[config.mk]
export PLATFORM = sky130hd
export DESIGN_NAME = multdiv_ctrl
export DESIGN_NICKNAME = d
export VERILOG_FILES = /design/src/rtl/multdiv_pkg.sv /design/src/rtl/multdiv_ctrl.sv
export SDC_FILE = /design/constraint.sdc
export NUM_CORES = 1
export LEC_CHECK = 0
export BUFFER_PORTS_ARGS = -buffer_cell sky130_fd_sc_hd__buf_2
export CELL_PAD_IN_SITES_DETAIL_PLACEMENT = 1
export CELL_PAD_IN_SITES_GLOBAL_PLACEMENT = 2
export CORE_MARGIN = 2
export CORE_UTILIZATION = 28
export DETAILED_ROUTE_END_ITERATION = 8
export PLACE_DENSITY_LB_ADDON = 0.1
export SLEW_MARGIN = 20
export SYNTH_ARGS = -nofsm -noshare
export SYNTH_HDL_FRONTEND = slang
export SYNTH_SLANG_ARGS = --single-unit
[constraint.sdc]
create_clock -name clock -period 2.29 [get_ports clock]
set_clock_uncertainty 0.05 [all_clocks]
set_input_delay 0.3435 -clock clock [delete_from_list [all_inputs] [get_ports clock]]
set_output_delay 0.3435 -clock clock [all_outputs]
set_load 0.05 [all_outputs]
[src/rtl/multdiv_pkg.sv]
// Shared definitions for the multiply/divide issue controller and the
// multdiv datapath: controller state encoding, default writeback
// register for exceptions, and default exception status codes.
package multdiv_pkg;

  typedef enum logic [1:0] {
    MD_IDLE  = 2'd0,
    MD_START = 2'd1,
    MD_WAIT  = 2'd2,
    MD_DONE  = 2'd3
  } md_state_t;

  localparam int MD_TIMEOUT_DEF = 64;
  localparam int MD_RSTATUS_DEF = 30;
  localparam int MD_MUL_EXC_DEF = 4;
  localparam int MD_DIV_EXC_DEF = 5;

  // Status code written back when a multiply or divide ends in an exception.
  function automatic logic [31:0] md_exc_code(input logic is_div,
                                              input int   mul_exc,
                                              input int   div_exc);
    return is_div ? 32'(div_exc) : 32'(mul_exc);
  endfunction

endpackage

[src/rtl/multdiv_ctrl.sv]
// Issue/writeback controller for the iterative multiply/divide unit.
// Accepts one operation from the execute stage, pulses the multdiv start
// control for one cycle, waits (bounded by TIMEOUT) for md_ready, then
// raises a one-cycle writeback request. An exception from multdiv, or a
// timeout, redirects the writeback to RSTATUS with a status code.
//
// Ports
//   clock, reset_n              : clock, synchronous active-low reset
//   op_valid/op_is_div/op_a/op_b/op_rd : issue request from execute
//   flush                       : squash the in-flight operation
//   stall                       : hold the upstream pipeline
//   md_operandA/B, md_ctrl_Mult/Div : operands and start pulse to multdiv
//   md_result/md_except/md_ready    : completion from multdiv
//   wb_valid/wb_rd/wb_data      : writeback request
//
// state    | meaning
// ---------+-------------------------------------------------------------
// MD_IDLE  | no op in flight; accepts op_valid when not flushed
// MD_START | start pulse to multdiv (suppressed by flush); md_ready ignored
// MD_WAIT  | counting cycles until md_ready, timeout or flush
// MD_DONE  | one-cycle writeback; flush ignored (belongs to older insn)
module multdiv_ctrl
  import multdiv_pkg::*;
#(
  parameter int TIMEOUT = MD_TIMEOUT_DEF,
  parameter int RSTATUS = MD_RSTATUS_DEF,
  parameter int MUL_EXC = MD_MUL_EXC_DEF,
  parameter int DIV_EXC = MD_DIV_EXC_DEF
) (
  input  logic        clock,
  input  logic        reset_n,
  input  logic        op_valid,
  input  logic        op_is_div,
  input  logic [31:0] op_a,
  input  logic [31:0] op_b,
  input  logic [4:0]  op_rd,
  input  logic        flush,
  output logic        stall,
  output logic [31:0] md_operandA,
  output logic [31:0] md_operandB,
  output logic        md_ctrl_Mult,
  output logic        md_ctrl_Div,
  input  logic [31:0] md_result,
  input  logic        md_except,
  input  logic        md_ready,
  output logic        wb_valid,
  output logic [4:0]  wb_rd,
  output logic [31:0] wb_data
);

  localparam int              CW         = (TIMEOUT > 1) ? $clog2(TIMEOUT) : 1;
  localparam logic [CW-1:0]   CNT_LAST   = CW'(TIMEOUT - 1);
  localparam logic [4:0]      RSTATUS_RD = 5'(RSTATUS);

  md_state_t     state;
  logic [CW-1:0] wait_cnt;
  logic          div_q;
  logic [4:0]    rd_q;

  logic          wait_end;
  logic          end_exc;
  logic [4:0]    wb_rd_nxt;
  logic [31:0]   wb_data_nxt;

  // A timeout is reported exactly like an exception from multdiv.
  assign wait_end    = md_ready || (wait_cnt == CNT_LAST);
  assign end_exc     = md_ready ? md_except : 1'b1;
  assign wb_rd_nxt   = end_exc ? RSTATUS_RD : rd_q;
  assign wb_data_nxt = end_exc ? md_exc_code(div_q, MUL_EXC, DIV_EXC) : md_result;

  // Stall must cover the accept cycle combinationally so the op is not
  // replaced upstream before it is latched.
  assign stall = ((state == MD_IDLE) && op_valid) ||
                 (state == MD_START) || (state == MD_WAIT);

  // The start pulse is gated by flush in the same cycle, so it cannot be
  // a registered output.
  assign md_ctrl_Mult = (state == MD_START) && !flush && !div_q;
  assign md_ctrl_Div  = (state == MD_START) && !flush &&  div_q;

  always_ff @(posedge clock) begin
    if (!reset_n) begin
      state       <= MD_IDLE;
      wait_cnt    <= '0;
      div_q       <= 1'b0;
      rd_q        <= '0;
      md_operandA <= '0;
      md_operandB <= '0;
      wb_valid    <= 1'b0;
      wb_rd       <= '0;
      wb_data     <= '0;
    end else begin
      case (state)
        MD_IDLE: begin
          if (op_valid && !flush) begin
            md_operandA <= op_a;
            md_operandB <= op_b;
            div_q       <= op_is_div;
            rd_q        <= op_rd;
            state       <= MD_START;
          end
        end

        MD_START: begin
          wait_cnt <= '0;
          if (flush) begin
            md_operandA <= '0;
            md_operandB <= '0;
            state       <= MD_IDLE;
          end else begin
            state <= MD_WAIT;
          end
        end

        MD_WAIT: begin
          // flush wins over a same-cycle md_ready
          if (flush) begin
            md_operandA <= '0;
            md_operandB <= '0;
            state       <= MD_IDLE;
          end else if (wait_end) begin
            md_operandA <= '0;
            md_operandB <= '0;
            wb_valid    <= 1'b1;
            wb_rd       <= wb_rd_nxt;
            wb_data     <= wb_data_nxt;
            state       <= MD_DONE;
          end else begin
            wait_cnt <= wait_cnt + 1'b1;
          end
        end

        MD_DONE: begin
          wb_valid <= 1'b0;
          wb_rd    <= '0;
          wb_data  <= '0;
          state    <= MD_IDLE;
        end

        default: state <= MD_IDLE;
      endcase
    end
  end

endmodule

==> results of run 1 <==
==> metrics by stage <==
stage	area (um2)	utilization	worst slack (ns)	power, mW	hold slack, ns
finish	6710	0.387	0.167	6.07	0.107
global route	6710	0.386	0.00482	6.32	0.116
CTS	6710	0.386	0.146	6.18	0.0944
detailed placement	6140	0.354	0.168	3.56	0.393
global placement	6140	0.354	0.294	3.54	0.389
floorplan	4970	-	0.523	3.27	0.414
==> registers in the layout (all words and copies together), names as in the netlist <==
name         cells
state            2
md_operandA     32
div_q            1
wb_data         32
wait_cnt         6
md_operandB     32
wb_valid         1
rd_q             5
wb_rd            5
==> per-layer routing <==
layer  vias up  GRT usage  wire length, um
met3        17     0.0670             1190
met2       109      0.268             7550
li1       2159          -                -
met5         -          0               21
met4         4     0.0636              185
met1      2129      0.182             6130
==> synthesized netlist by cell type, types with 3 or more instances <==
cell,number
sky130_fd_sc_hd__a21oi_1,5
sky130_fd_sc_hd__buf_12,7
sky130_fd_sc_hd__ha_1,6
sky130_fd_sc_hd__o2bb2ai_1,6
sky130_fd_sc_hd__nor2_1,47
sky130_fd_sc_hd__buf_2,8
sky130_fd_sc_hd__inv_1,7
sky130_fd_sc_hd__nand3_1,3
sky130_fd_sc_hd__a22oi_1,31
sky130_fd_sc_hd__dfxtp_1,116
sky130_fd_sc_hd__nand2_1,71
sky130_fd_sc_hd__nand3b_1,66
sky130_fd_sc_hd__mux2i_1,71
sky130_fd_sc_hd__nand4_1,3
sky130_fd_sc_hd__clkbuf_1,27
sky130_fd_sc_hd__nand2b_1,4
==> cells by family (layout without fill, tap and decap cells) <==
logic type	after synthesis	count (layout)	synth area share
and+or+nand+nor	204	204	0.220
DFF	116	116	0.467
muxes	72	72	0.145
AOI/OAI and AO/OA	54	54	0.0853
buffers and inverters	50	261	0.0626
adders and majority gates	6	6	0.0151
xor gates and xnor gates	3	3	0.00528
other	0	2	0
==> how the worst max path moves through the flow <==
| stage | slack (ns) | endpoint |
|---|---|---|
| after floorplan | 0.52 | wb_data[0] |
| after global placement | 0.29 | md_operandA[11] |
| after detailed placement | 0.17 | md_operandA[24] |
| after CTS | 0.15 | md_operandA[24] |
| after global routing | 0.005 | md_operandA[7] |
| final | 0.17 | md_operandA[7] |
==> placed cells by master (no fill, tap or decap), types with 2 or more instances in the layout <==
cell type / instances
sky130_fd_sc_hd__a21oi_1: 5
sky130_fd_sc_hd__inv_6: 6
sky130_fd_sc_hd__clkinvlp_4: 5
sky130_fd_sc_hd__a22oi_1: 31
sky130_fd_sc_hd__o21ai_0: 2
sky130_fd_sc_hd__o2bb2ai_1: 6
sky130_fd_sc_hd__ha_1: 6
sky130_fd_sc_hd__clkbuf_16: 17
sky130_fd_sc_hd__nand2_1: 71
sky130_fd_sc_hd__diode_2: 2
sky130_fd_sc_hd__nand2b_1: 4
sky130_fd_sc_hd__buf_2: 211
sky130_fd_sc_hd__buf_12: 2
sky130_fd_sc_hd__nor2_1: 47
sky130_fd_sc_hd__clkinv_4: 3
sky130_fd_sc_hd__buf_4: 8
sky130_fd_sc_hd__inv_1: 7
sky130_fd_sc_hd__nand4_1: 3
sky130_fd_sc_hd__nand3b_1: 66
sky130_fd_sc_hd__dfxtp_1: 116
sky130_fd_sc_hd__o21ai_4: 2
sky130_fd_sc_hd__xnor2_1: 2
sky130_fd_sc_hd__nand3_1: 3
sky130_fd_sc_hd__mux2i_1: 71
sky130_fd_sc_hd__a2111oi_0: 2
==> power breakdown <==
part | switching, mW | total [mW] | internal [mW]
clock | 1.06 | 2.58 | 1.51
combinational | 0.862 | 1.28 | 0.416
sequential | 0.0651 | 2.22 | 2.15
==> worst min-delay path: stages <==
cell and delay [ns]:
sky130_fd_sc_hd__buf_2 0.07, sky130_fd_sc_hd__a22oi_1 0.05, sky130_fd_sc_hd__nor2_1 0.07
==> cell type report <==
class / count / area share
antenna: 2 / 0.000746
clock buffer: 17 / 0.0634
clock inverter: 15 / 0.0218
inverter: 8 / 0.00447
multi-input combinational: 339 / 0.349
sequential: 116 / 0.346
tap: 225 / 0.0419
timing repair buffer: 221 / 0.172
==> report_table.html, run 1 <==
<table>
<tr><th>Metric</th><th>Value</th></tr>
<tr><th colspan="2">Worst setup path</th></tr>
<tr><td>Delay of the slowest critical-path stage</td><td>0.39 ns</td></tr>
<tr><td>Worst R2R Setup Slack</td><td>0.17 ns</td></tr>
<tr><td>Arrival @ worst endpoint</td><td>2.40 ns</td></tr>
<tr><td>Kind of critical path</td><td>reg -&gt; reg</td></tr>
<tr><td>Crit Reg-Reg Endpoint</td><td>md_operandA[7]</td></tr>
<tr><td>Required time at the worst-slack endpoint</td><td>2.57 ns</td></tr>
<tr><td>Critical-path cell list</td><td>inv_1 &gt; ha_1 &gt; nor3b_4 &gt; o21ai_4 &gt; and4b_4 &gt; buf_12 &gt; mux2i_1</td></tr>
<tr><td>Cell depth of the worst flop-to-flop path</td><td>7</td></tr>
<tr><td>Startpoint types</td><td>flop</td></tr>
<tr><td>Total buffers and inverters traversed by the critical path</td><td>2</td></tr>
<tr><td>Critical path's slowest cell</td><td>sky130_fd_sc_hd__dfxtp_1</td></tr>
<tr><td>Kind of end point of the critical path</td><td>flop</td></tr>
<tr><td>Crit-path max FO</td><td>39</td></tr>
<tr><td>Path length in cells of the critical path</td><td>7</td></tr>
<tr><td>Launch instance of the worst register-to-register path</td><td>state[0]</td></tr>
<tr><td>Top Family by Delay on Critical Path</td><td>simple AND/OR/NAND/NOR gates</td></tr>
<tr><td>Worst setup startpoint</td><td>state[0]</td></tr>
<tr><th colspan="2">Place</th></tr>
<tr><td>Post-Place Cells</td><td>909</td></tr>
<tr><td>Port Buf Inserts</td><td>212</td></tr>
<tr><td>Routability congestion estimate from global placement</td><td>0.720</td></tr>
<tr><td>DP HPWL</td><td>10500 um</td></tr>
<tr><th colspan="2">Timing</th></tr>
<tr><td>Clock period minus worst slack</td><td>2.12 ns</td></tr>
<tr><td>Number of hold violations in the final report</td><td>0</td></tr>
<tr><td>Part of the cycle the worst path needs</td><td>0.927</td></tr>
<tr><td>Unrepaired setup endpoints after global routing</td><td>false</td></tr>
<tr><td>Pins over their slew limit</td><td>0</td></tr>
<tr><td>Highest clock frequency the design can meet</td><td>0.471 GHz</td></tr>
<tr><td>Max-Slew Margin vs Limit</td><td>0.627</td></tr>
<tr><td>Transition at the pin with the smallest max-transition slack</td><td>0.559 ns</td></tr>
<tr><td>Final number of setup-violating endpoints</td><td>0</td></tr>
<tr><td>Aggregate negative setup slack</td><td>0 ns</td></tr>
<tr><th colspan="2">Drt</th></tr>
<tr><td>Post-detailed-route via-to-cell ratio</td><td>4.69</td></tr>
<tr><td>Total vias in the final route</td><td>4418</td></tr>
<tr><td>First-pass detailed-route iteration total</td><td>6</td></tr>
<tr><td>Routed Wire Length</td><td>15100 um</td></tr>
<tr><td>Antenna Violating Nets Remaining</td><td>0</td></tr>
<tr><td>Iteration-0 DRC Markers</td><td>149</td></tr>
<tr><td>Number of remaining DRC errors</td><td>0</td></tr>
<tr><td>Routed wire per std cell</td><td>16.0 um</td></tr>
<tr><th colspan="2">Global route</th></tr>
<tr><td>Leftover overflow at the end of global routing</td><td>0</td></tr>
<tr><td>Antenna violations before repair</td><td>3</td></tr>
<tr><td>Total track usage</td><td>0.161</td></tr>
<tr><td>Via count of the first global-routing pass</td><td>4583</td></tr>
<tr><td>Wire length of the first global-routing pass</td><td>23400 um</td></tr>
<tr><td>Largest net degree at the start of global routing</td><td>119</td></tr>
<tr><th colspan="2">Finish</th></tr>
<tr><td>Number of fillers in the final layout</td><td>2048</td></tr>
<tr><td>Area occupied by multi-input gates</td><td>2350 um2</td></tr>
<tr><td>Register cell area after layout</td><td>2320 um2</td></tr>
<tr><td>Filler-free cell count of the finished design</td><td>943</td></tr>
<tr><td>Syn-to-layout area delta</td><td>34.9%</td></tr>
<tr><td>Share of final-layout standard cells stronger than drive strength 1</td><td>0.369</td></tr>
<tr><td>Total number of nets in the final design</td><td>817</td></tr>
<tr><th colspan="2">Logic synthesis</th></tr>
<tr><td>Sequential element share of the synthesized area</td><td>0.467</td></tr>
<tr><td>Async S/R FF share, synth</td><td>0</td></tr>
<tr><td>Synth top area share</td><td>0.467</td></tr>
<tr><td>Flip-flop and latch count after synthesis</td><td>116</td></tr>
<tr><td>Post-Synthesis Net Count</td><td>619</td></tr>
<tr><td>Warning count from the yosys run</td><td>0</td></tr>
<tr><td>Count of flip-flops with a built-in enable after synthesis</td><td>0</td></tr>
<tr><td>Leading register cell type out of synthesis</td><td>sky130_fd_sc_hd__dfxtp_1</td></tr>
<tr><td>Total standard cell area after synthesis</td><td>4970 um2</td></tr>
<tr><td>Cells after synthesis</td><td>505</td></tr>
<tr><td>Distinct cells, synth</td><td>39</td></tr>
<tr><td>Cell taking the most area after synthesis</td><td>sky130_fd_sc_hd__dfxtp_1</td></tr>
<tr><td>Cell types with the largest area share after synthesis</td><td>sky130_fd_sc_hd__dfxtp_1 47%, sky130_fd_sc_hd__mux2i_1 14%, sky130_fd_sc_hd__nand3b_1 10%, sky130_fd_sc_hd__nand2_1 5.4%, sky130_fd_sc_hd__a22oi_1 4.7%</td></tr>
<tr><td>Synthesized area divided by synthesized cell count</td><td>9.85 um2</td></tr>
<tr><th colspan="2">Clocking</th></tr>
<tr><td>Clock buffer count from CTS</td><td>17</td></tr>
<tr><td>TritonCTS clock tree</td><td>built</td></tr>
<tr><td>CTS sink cnt</td><td>116</td></tr>
<tr><td>Root Driver</td><td>sky130_fd_sc_hd__clkbuf_16</td></tr>
<tr><td>CTS H-tree lvls</td><td>4</td></tr>
<tr><td>CTS resizes</td><td>0</td></tr>
<tr><td>Clock edge transition at the registers on the reported setup and hold paths</td><td>0.06 ns</td></tr>
<tr><td>Maximum buffer depth of the clock tree</td><td>2</td></tr>
<tr><td>Hold bufs inserted after CTS</td><td>0</td></tr>
<tr><td>Clock insertion delay at the later pin of the skew report</td><td>0.42 ns</td></tr>
<tr><td>Number of buffers inserted to repair setup after CTS</td><td>0</td></tr>
<tr><th colspan="2">Flow run</th></tr>
<tr><td>Number of maximum-capacitance violations</td><td>0</td></tr>
<tr><th colspan="2">Power and ir drop</th></tr>
<tr><td>Worst ir drop on vdd</td><td>0.542 mV</td></tr>
<tr><td>Static leakage power</td><td>3.09 nW</td></tr>
<tr><td>Total power per unit cell area</td><td>905 nW/um2</td></tr>
<tr><th colspan="2">Worst hold path</th></tr>
<tr><td>End of the worst hold path</td><td>wb_data[17]</td></tr>
<tr><td>Type of the tightest min-delay check</td><td>in -&gt; reg</td></tr>
<tr><td>Cells on Worst Hold Path</td><td>3</td></tr>
<tr><td>Hold path startpoint</td><td>md_result[17]</td></tr>
<tr><th colspan="2">Floorplan</th></tr>
<tr><td>Core Region</td><td>17400 um2</td></tr>
<tr><td>Initial standard-cell utilization of the core</td><td>0.287</td></tr>
<tr><td>IO Count</td><td>213</td></tr>
<tr><td>Core Rows</td><td>48</td></tr>
<tr><td>Die area</td><td>18800 um2</td></tr>
<tr><td>Die extent in x</td><td>137 um</td></tr>
<tr><td>Die boundary height</td><td>137 um</td></tr>
<tr><th colspan="2">Outcome</th></tr>
<tr><td>Outcome</td><td>complete, no violations</td></tr>
</table>
Power figures use the tool's default switching activity.
==> run 2, diff against run 1 <==
--- a/config.mk
+++ b/config.mk
@@ -11,6 +11,7 @@
 export CORE_MARGIN = 2
 export CORE_UTILIZATION = 28
 export DETAILED_ROUTE_END_ITERATION = 8
+export HOLD_SLACK_MARGIN = 0.12
 export PLACE_DENSITY_LB_ADDON = 0.1
 export SLEW_MARGIN = 20
 export SYNTH_ARGS = -nofsm -noshare
==> report_table.html, run 2 (synthesized netlist as in run 1, its figures left out) <==
<table>
<tr><th>Metric</th><th>Value</th></tr>
<tr><th colspan="2">Worst setup path</th></tr>
<tr><td>Kind of critical path</td><td>reg -&gt; reg</td></tr>
<tr><td>Arrival @ worst endpoint</td><td>2.40 ns (about the same)</td></tr>
<tr><td>Cell depth of the worst flop-to-flop path</td><td>7 (unchanged)</td></tr>
<tr><td>Startpoint types</td><td>flop</td></tr>
<tr><td>Worst R2R Setup Slack</td><td>0.17 ns (about the same)</td></tr>
<tr><td>Required time at the worst-slack endpoint</td><td>2.58 ns (about the same)</td></tr>
<tr><td>Crit Reg-Reg Endpoint</td><td>md_operandA[24]</td></tr>
<tr><td>Crit-path max FO</td><td>16 (-59%)</td></tr>
<tr><td>Kind of end point of the critical path</td><td>flop</td></tr>
<tr><td>Launch instance of the worst register-to-register path</td><td>state[0]</td></tr>
<tr><th colspan="2">Timing</th></tr>
<tr><td>Part of the cycle the worst path needs</td><td>0.925 (-0.00163)</td></tr>
<tr><td>Clock period minus worst slack</td><td>2.12 ns (-0.00374 ns)</td></tr>
<tr><td>Highest clock frequency the design can meet</td><td>0.472 GHz (+0.18%)</td></tr>
<tr><td>Number of hold violations in the final report</td><td>0 (unchanged)</td></tr>
<tr><td>Aggregate negative setup slack</td><td>0 ns (unchanged)</td></tr>
<tr><td>Max-Slew Margin vs Limit</td><td>0.629 (+0.00209)</td></tr>
<tr><td>Final number of setup-violating endpoints</td><td>0 (unchanged)</td></tr>
<tr><td>Pins over their slew limit</td><td>0 (unchanged)</td></tr>
<tr><td>Unrepaired setup endpoints after global routing</td><td>false</td></tr>
<tr><td>Transition at the pin with the smallest max-transition slack</td><td>0.556 ns (-0.00313 ns)</td></tr>
<tr><td>Fin Hold WS</td><td>0.126 ns (+0.0194 ns)</td></tr>
<tr><th colspan="2">Global route</th></tr>
<tr><td>Largest net degree at the start of global routing</td><td>119 (unchanged)</td></tr>
<tr><td>Leftover overflow at the end of global routing</td><td>0 (unchanged)</td></tr>
<tr><td>Wire length of the first global-routing pass</td><td>23900 um (+2.4%)</td></tr>
<tr><td>Antenna violations before repair</td><td>3 (unchanged)</td></tr>
<tr><td>Total track usage</td><td>0.165 (+0.00358)</td></tr>
<tr><td>Via count of the first global-routing pass</td><td>4687 (+2.3%)</td></tr>
<tr><th colspan="2">Power and ir drop</th></tr>
<tr><td>Worst ir drop on vdd</td><td>0.543 mV (+0.15%)</td></tr>
<tr><td>Total power per unit cell area</td><td>871 nW/um2 (-3.7%)</td></tr>
<tr><td>Static leakage power</td><td>3.22 nW (+4.2%)</td></tr>
<tr><td>Total power after layout</td><td>6.12 mW (+0.75%)</td></tr>
<tr><th colspan="2">Worst hold path</th></tr>
<tr><td>Type of the tightest min-delay check</td><td>in -&gt; reg</td></tr>
<tr><td>Hold path startpoint</td><td>op_rd[2]</td></tr>
<tr><td>End of the worst hold path</td><td>rd_q[2]</td></tr>
<tr><td>Cells on Worst Hold Path</td><td>3 (unchanged)</td></tr>
<tr><th colspan="2">Drt</th></tr>
<tr><td>First-pass detailed-route iteration total</td><td>4 (-2)</td></tr>
<tr><td>Antenna Violating Nets Remaining</td><td>0 (unchanged)</td></tr>
<tr><td>Number of remaining DRC errors</td><td>0 (unchanged)</td></tr>
<tr><td>Routed Wire Length</td><td>15400 um (+1.9%)</td></tr>
<tr><td>Iteration-0 DRC Markers</td><td>139 (-6.7%)</td></tr>
<tr><td>Post-detailed-route via-to-cell ratio</td><td>4.66 (-0.55%)</td></tr>
<tr><td>Total vias in the final route</td><td>4538 (+2.7%)</td></tr>
<tr><td>Routed wire per std cell</td><td>15.8 um (-1.3%)</td></tr>
<tr><th colspan="2">Clocking</th></tr>
<tr><td>Number of buffers inserted to repair setup after CTS</td><td>0 (unchanged)</td></tr>
<tr><td>Clock insertion delay at the later pin of the skew report</td><td>0.42 ns (about the same)</td></tr>
<tr><td>Root Driver</td><td>sky130_fd_sc_hd__clkbuf_16</td></tr>
<tr><td>Clock buffer count from CTS</td><td>17 (unchanged)</td></tr>
<tr><td>CTS sink cnt</td><td>116 (unchanged)</td></tr>
<tr><td>Maximum buffer depth of the clock tree</td><td>2 (unchanged)</td></tr>
<tr><td>Clock edge transition at the registers on the reported setup and hold paths</td><td>0.06 ns (about the same)</td></tr>
<tr><td>CTS H-tree lvls</td><td>4 (unchanged)</td></tr>
<tr><td>TritonCTS clock tree</td><td>built</td></tr>
<tr><th colspan="2">Floorplan</th></tr>
<tr><td>Core Region</td><td>17400 um2 (unchanged)</td></tr>
<tr><td>Core Rows</td><td>48 (unchanged)</td></tr>
<tr><td>IO Count</td><td>213 (unchanged)</td></tr>
<tr><td>Initial standard-cell utilization of the core</td><td>0.287 (unchanged)</td></tr>
<tr><td>Die boundary height</td><td>137 um (unchanged)</td></tr>
<tr><td>Die area</td><td>18800 um2 (unchanged)</td></tr>
<tr><td>Die extent in x</td><td>137 um (unchanged)</td></tr>
<tr><th colspan="2">Outcome</th></tr>
<tr><td>Outcome</td><td>complete, no violations</td></tr>
<tr><th colspan="2">Finish</th></tr>
<tr><td>Most frequent standard cell in the layout excluding fill and tap cells</td><td>sky130_fd_sc_hd__buf_2</td></tr>
<tr><td>Utilization of the core after routing</td><td>0.405 (+0.0179)</td></tr>
<tr><td>Syn-to-layout area delta</td><td>41.2%</td></tr>
<tr><td>Final standard cell area without fillers</td><td>7020 um2 (+4.6%)</td></tr>
<tr><td>Highest-count cells in the layout ignoring fill and taps</td><td>211 x sky130_fd_sc_hd__buf_2, 116 x sky130_fd_sc_hd__dfxtp_1, 71 x sky130_fd_sc_hd__nand2_1, 71 x sky130_fd_sc_hd__mux2i_1, 66 x sky130_fd_sc_hd__nand3b_1</td></tr>
<tr><td>Registers with the most flip-flops</td><td>md_operandA x32, md_operandB x32, wb_data x32</td></tr>
<tr><td>Total number of nets in the final design</td><td>848 (+3.8%)</td></tr>
<tr><td>Share of final-layout standard cells stronger than drive strength 1</td><td>0.353 (-0.0153)</td></tr>
<tr><th colspan="2">Place</th></tr>
<tr><td>DP HPWL</td><td>10500 um (unchanged)</td></tr>
<tr><td>Port Buf Inserts</td><td>212 (unchanged)</td></tr>
<tr><td>Routability congestion estimate from global placement</td><td>0.720 (unchanged)</td></tr>
<tr><td>Standard cell area after detailed placement</td><td>6140 um2 (unchanged)</td></tr>
<tr><th colspan="2">Flow run</th></tr>
<tr><td>Number of maximum-capacitance violations</td><td>0 (unchanged)</td></tr>
</table>
## run 2: cell count changes in the layout (fill, tap and decap cells not counted), sizes merged
cell         before  now
dlygate4sd3       0   31
## run 2: metrics by stage
step	cells	setup slack (ns)
2_1_floorplan	505	0.523
3_3_place_gp	909	0.294
3_5_place_dp	909	0.168
4_1_cts	972	0.146
5_1_grt	972	0.00480
6_report	974	0.171
## run 2: per-layer routing
| metal | vias to the layer above | global-route usage | part of all wire |
|---|---|---|---|
| met5 | - | 0 | 0.0020 |
| met4 | 4 | 0.0653 | 0.012 |
| met3 | 18 | 0.0651 | 0.072 |
| met2 | 107 | 0.276 | 0.50 |
| met1 | 2186 | 0.187 | 0.41 |
| li1 | 2223 | - | - |
## run 2: worst max-delay path by stage
stage,depth (start not counted),to,from
final,7,md_operandA[24],state[0]
after global routing,7,md_operandA[7],state[0]
after CTS,7,md_operandA[24],state[0]
after detailed placement,7,md_operandA[24],state[0]
after global placement,7,md_operandA[11],state[0]
after floorplan,8,wb_data[0],state[0]
## run 2: timing repair
action                                 in CTS  in global routing
endpoints found under the hold margin      31                  0
hold buffers                               31                  0
gates resized for setup                     0                  0
## run 2: worst max-delay path: stages (launching register included)
cell and delay, ns:
sky130_fd_sc_hd__dfxtp_1 0.39, sky130_fd_sc_hd__inv_1 0.10, sky130_fd_sc_hd__ha_1 0.30, sky130_fd_sc_hd__nor3b_4 0.21, sky130_fd_sc_hd__o21ai_4 0.12, sky130_fd_sc_hd__and4b_4 0.32, sky130_fd_sc_hd__buf_4 0.31, sky130_fd_sc_hd__mux2i_1 0.24
## run 2: layout make-up
| class | instances | area (um2) |
|---|---|---|
| multi-input cells | 339 | 2350 |
| inverters | 8 | 30.0 |
| clock inverters | 15 | 146 |
| fillers | 2042 | 10300 |
| repair buffers | 252 | 1470 |
| clock buffers | 17 | 425 |
| diodes | 2 | 5.00 |
| flip-flops and latches | 116 | 2320 |
| well taps | 225 | 282 |
## run 2: power by group
group	internal (mW)	switching, mW
registers	2.15	0.0652
logic	0.451	0.869
clock network	1.51	1.07
==> run 3, diff against run 2 <==
--- a/config.mk
+++ b/config.mk
@@ -5,11 +5,12 @@
 export SDC_FILE = /design/constraint.sdc
 export NUM_CORES = 1
 export LEC_CHECK = 0
+export ABC_AREA = 1
 export BUFFER_PORTS_ARGS = -buffer_cell sky130_fd_sc_hd__buf_2
 export CELL_PAD_IN_SITES_DETAIL_PLACEMENT = 1
 export CELL_PAD_IN_SITES_GLOBAL_PLACEMENT = 2
 export CORE_MARGIN = 2
-export CORE_UTILIZATION = 28
+export CORE_UTILIZATION = 25
 export DETAILED_ROUTE_END_ITERATION = 8
 export HOLD_SLACK_MARGIN = 0.12
 export PLACE_DENSITY_LB_ADDON = 0.1
==> report_table.html, run 3 <==
<table>
<tr><th>Metric</th><th>Value</th></tr>
<tr><th colspan="2">Power and ir drop</th></tr>
<tr><td>Worst ir drop on vdd</td><td>0.404 mV (-26%)</td></tr>
<tr><td>Total power per unit cell area</td><td>920 nW/um2 (+5.6%)</td></tr>
<tr><td>Static leakage power</td><td>4.30 nW (+33%)</td></tr>
<tr><th colspan="2">Worst setup path</th></tr>
<tr><td>Arrival @ worst endpoint</td><td>1.74 ns (-0.66 ns)</td></tr>
<tr><td>Kind of critical path</td><td>reg -&gt; out</td></tr>
<tr><td>Startpoint types</td><td>flop</td></tr>
<tr><td>Required time at the worst-slack endpoint</td><td>1.90 ns (-0.68 ns)</td></tr>
<tr><td>Total buffers and inverters traversed by the critical path</td><td>4 (+2)</td></tr>
<tr><td>Crit-path max FO</td><td>4 (-12)</td></tr>
<tr><td>Kind of end point of the critical path</td><td>output port</td></tr>
<tr><td>Critical-path cell list</td><td>inv_1 &gt; ha_1 &gt; inv_1 &gt; nor2_4 &gt; inv_1 &gt; nor2_1 &gt; buf_4</td></tr>
<tr><td>Delay of the slowest critical-path stage</td><td>0.34 ns (-0.05 ns)</td></tr>
<tr><td>Top Family by Delay on Critical Path</td><td>buffers and inverters</td></tr>
<tr><td>Critical path's slowest cell</td><td>sky130_fd_sc_hd__dfxtp_1</td></tr>
<tr><td>Most frequent cell on the critical path</td><td>sky130_fd_sc_hd__inv_1</td></tr>
<tr><th colspan="2">Logic synthesis</th></tr>
<tr><td>Cell types with the largest area share after synthesis</td><td>sky130_fd_sc_hd__dfxtp_1 40%, sky130_fd_sc_hd__nand2_1 13%, sky130_fd_sc_hd__nand4_1 9.7%, sky130_fd_sc_hd__inv_1 9.5%, sky130_fd_sc_hd__nor2_1 9.0%</td></tr>
<tr><td>Warning count from the yosys run</td><td>0 (unchanged)</td></tr>
<tr><td>Synth top area share</td><td>0.399 (-0.0683)</td></tr>
<tr><td>Post-Synthesis Net Count</td><td>1030 (+66%)</td></tr>
<tr><td>Cells after synthesis</td><td>916 (+81%)</td></tr>
<tr><td>Total standard cell area after synthesis</td><td>5830 um2 (+17%)</td></tr>
<tr><td>Async S/R FF share, synth</td><td>0 (unchanged)</td></tr>
<tr><td>Sequential element share of the synthesized area</td><td>0.399 (-0.0683)</td></tr>
<tr><td>Synthesized area divided by synthesized cell count</td><td>6.36 um2 (-35%)</td></tr>
<tr><td>Distinct cells, synth</td><td>23 (-41%)</td></tr>
<tr><td>Leading register cell type out of synthesis</td><td>sky130_fd_sc_hd__dfxtp_1</td></tr>
<tr><td>Top cells by count, synth</td><td>205 x sky130_fd_sc_hd__nand2_1, 147 x sky130_fd_sc_hd__inv_1, 139 x sky130_fd_sc_hd__nor2_1</td></tr>
<tr><td>Cell taking the most area after synthesis</td><td>sky130_fd_sc_hd__dfxtp_1</td></tr>
<tr><td>Count leader, synth</td><td>sky130_fd_sc_hd__nand2_1</td></tr>
<tr><td>Count of flip-flops with a built-in enable after synthesis</td><td>0 (unchanged)</td></tr>
<tr><td>Flip-flop and latch count after synthesis</td><td>116 (unchanged)</td></tr>
<tr><th colspan="2">Flow run</th></tr>
<tr><td>Number of maximum-capacitance violations</td><td>0 (unchanged)</td></tr>
<tr><th colspan="2">Floorplan</th></tr>
<tr><td>Initial standard-cell utilization of the core</td><td>0.256 (-0.0308)</td></tr>
<tr><td>Core Region</td><td>22800 um2 (+31%)</td></tr>
<tr><td>Die boundary height</td><td>157 um (+14%)</td></tr>
<tr><td>IO Count</td><td>213 (unchanged)</td></tr>
<tr><td>Core Rows</td><td>55 (+15%)</td></tr>
<tr><td>Die extent in x</td><td>157 um (+14%)</td></tr>
<tr><td>Die area</td><td>24500 um2 (+30%)</td></tr>
<tr><th colspan="2">Clocking</th></tr>
<tr><td>Clock buffer count from CTS</td><td>17 (unchanged)</td></tr>
<tr><td>Clock insertion delay at the later pin of the skew report</td><td>0.41 ns (about the same)</td></tr>
<tr><td>Number of buffers inserted to repair setup after CTS</td><td>0 (unchanged)</td></tr>
<tr><td>CTS sink cnt</td><td>116 (unchanged)</td></tr>
<tr><td>Maximum buffer depth of the clock tree</td><td>2 (unchanged)</td></tr>
<tr><td>Root Driver</td><td>sky130_fd_sc_hd__clkbuf_16</td></tr>
<tr><td>CTS H-tree lvls</td><td>4 (unchanged)</td></tr>
<tr><td>TritonCTS clock tree</td><td>built</td></tr>
<tr><td>Clock edge transition at the registers on the reported setup and hold paths</td><td>0.06 ns (about the same)</td></tr>
<tr><th colspan="2">Global route</th></tr>
<tr><td>Largest net degree at the start of global routing</td><td>74 (-38%)</td></tr>
<tr><td>Total track usage</td><td>0.168 (+0.00360)</td></tr>
<tr><td>Wire length of the first global-routing pass</td><td>32600 um (+36%)</td></tr>
<tr><td>Antenna violations before repair</td><td>0 (-3)</td></tr>
<tr><td>Via count of the first global-routing pass</td><td>6156 (+31%)</td></tr>
<tr><td>Leftover overflow at the end of global routing</td><td>0 (unchanged)</td></tr>
<tr><th colspan="2">Finish</th></tr>
<tr><td>Share of final-layout standard cells stronger than drive strength 1</td><td>0.274 (-0.0791)</td></tr>
<tr><td>Most frequent standard cell in the layout excluding fill and tap cells</td><td>sky130_fd_sc_hd__buf_2</td></tr>
<tr><td>Antenna Cells</td><td>0 (-2)</td></tr>
<tr><td>Syn-to-layout area delta</td><td>36.7%</td></tr>
<tr><td>Register cell area after layout</td><td>2320 um2 (unchanged)</td></tr>
<tr><td>Total number of nets in the final design</td><td>1220 (+44%)</td></tr>
<tr><td>Number of fillers in the final layout</td><td>2971 (+45%)</td></tr>
<tr><td>Highest-count cells in the layout ignoring fill and taps</td><td>210 x sky130_fd_sc_hd__buf_2, 205 x sky130_fd_sc_hd__nand2_1, 147 x sky130_fd_sc_hd__inv_1, 138 x sky130_fd_sc_hd__nor2_1, 116 x sky130_fd_sc_hd__dfxtp_1</td></tr>
<tr><td>Utilization of the core after routing</td><td>0.350 (-0.0551)</td></tr>
<tr><td>Area occupied by multi-input gates</td><td>2560 um2 (+9.2%)</td></tr>
<tr><td>Registers with the most flip-flops</td><td>md_operandA x32, md_operandB x32, wb_data x32</td></tr>
<tr><th colspan="2">Outcome</th></tr>
<tr><td>Outcome</td><td>complete, no violations</td></tr>
<tr><th colspan="2">Place</th></tr>
<tr><td>Routability congestion estimate from global placement</td><td>0.735 (+2.0%)</td></tr>
<tr><td>DP HPWL</td><td>13500 um (+29%)</td></tr>
<tr><td>Port Buf Inserts</td><td>212 (unchanged)</td></tr>
<tr><td>Pre-CTS setup slack</td><td>0.384 ns (+0.216 ns)</td></tr>
<tr><th colspan="2">Worst hold path</th></tr>
<tr><td>Type of the tightest min-delay check</td><td>in -&gt; reg</td></tr>
<tr><th colspan="2">Drt</th></tr>
<tr><td>Post-detailed-route via-to-cell ratio</td><td>4.32 (-7.2%)</td></tr>
<tr><td>First-pass detailed-route iteration total</td><td>4 (unchanged)</td></tr>
<tr><td>Routed wire per std cell</td><td>14.3 um (-9.3%)</td></tr>
<tr><td>Total vias in the final route</td><td>6189 (+36%)</td></tr>
<tr><td>Number of remaining DRC errors</td><td>0 (unchanged)</td></tr>
<tr><td>Antenna Violating Nets Remaining</td><td>0 (unchanged)</td></tr>
<tr><td>Routed Wire Length</td><td>20500 um (+33%)</td></tr>
<tr><td>Iteration-0 DRC Markers</td><td>205 (+47%)</td></tr>
<tr><th colspan="2">Timing</th></tr>
<tr><td>Final number of setup-violating endpoints</td><td>0 (unchanged)</td></tr>
<tr><td>Aggregate negative setup slack</td><td>0 ns (unchanged)</td></tr>
<tr><td>Unrepaired setup endpoints after global routing</td><td>false</td></tr>
<tr><td>Number of hold violations in the final report</td><td>0 (unchanged)</td></tr>
<tr><td>Max-Slew Margin vs Limit</td><td>0.723 (+0.0937)</td></tr>
<tr><td>Transition at the pin with the smallest max-transition slack</td><td>0.415 ns (-0.140 ns)</td></tr>
<tr><td>Part of the cycle the worst path needs</td><td>0.933 (+0.00761)</td></tr>
<tr><td>Pins over their slew limit</td><td>0 (unchanged)</td></tr>
<tr><td>Clock period minus worst slack</td><td>2.14 ns (+0.0174 ns)</td></tr>
<tr><td>Setup ws final</td><td>0.153 ns (-0.0174 ns)</td></tr>
<tr><td>Highest clock frequency the design can meet</td><td>0.468 GHz (-0.82%)</td></tr>
</table>
[run 3: worst paths after layout]
check                start  cells after the start  slack [ns]     endpoint
setup / recovery  state[1]                      7        0.15  md_ctrl_Div
hold / removal    op_rd[1]                      3        0.14      rd_q[1]
setup reg to reg  state[0]                      8        0.38     wb_rd[4]
hold reg to reg    rd_q[0]                      2        0.41      rd_q[0]
[run 3: cell families after synthesis]
logic type	after synthesis	synth area share
compound gates	58	0.0502
simple gates	491	0.370
xor+xnor	1	0.00150
flops	116	0.399
fa+ha+maj	6	0.0129
buf+inv	244	0.167
[run 3: routing by layer]
metal / up-vias / global-route usage / share of wire
li1: 3203 / - / -
met1: 2840 / 0.222 / 0.49
met2: 134 / 0.271 / 0.45
met3: 12 / 0.0451 / 0.056
met4: 0 / 0.0450 / 0.010
met5: - / 0 / 0
[run 3: worst reg2reg max path, delay by kind of cell, from the launching register on]
family | cells | cell delay [ns]
flops | 1 | 0.33
simple gates | 2 | 0.27
buf+inv | 4 | 0.82
fa+ha+maj | 1 | 0.21
compound gates | 1 | 0.17
[run 3: cell type report]
type / instances / area share
Inverter: 178 / 0.0839
Clock inverter: 12 / 0.0251
Sequential cell: 116 / 0.292
Tap cell: 313 / 0.0492
Multi-Input combinational cell: 556 / 0.322
Clock buffer: 20 / 0.0586
Timing Repair Buffer: 237 / 0.170
[run 3: metrics by stage]
stage | area, um2 | hold WS [ns] | power, mW | instances
2_1_floorplan | 5830 | 0.380 | 3.82 | 916
6_report | 7960 | 0.140 | 7.32 | 1432
3_5_place_dp | 7250 | 0.403 | 4.34 | 1397
3_3_place_gp | 7250 | 0.404 | 4.33 | 1397
4_1_cts | 7950 | 0.126 | 7.45 | 1432
5_1_grt | 7960 | 0.134 | 7.74 | 1432
[run 3: power breakdown]
group | switching (mW) | total (mW) | internal [mW]
clock | 1.02 | 3.04 | 2.02
combinational | 1.45 | 1.99 | 0.540
sequential | 0.0870 | 2.30 | 2.21
total | 2.55 | 7.32 | 4.77
[run 3: repair_timing]
item,4_1_cts,5_1_grt
resized for setup,1,6
cloned,0,0
endpoints found under the hold margin,3,0
setup endpoints to repair,2,2
hold buffers,3,0
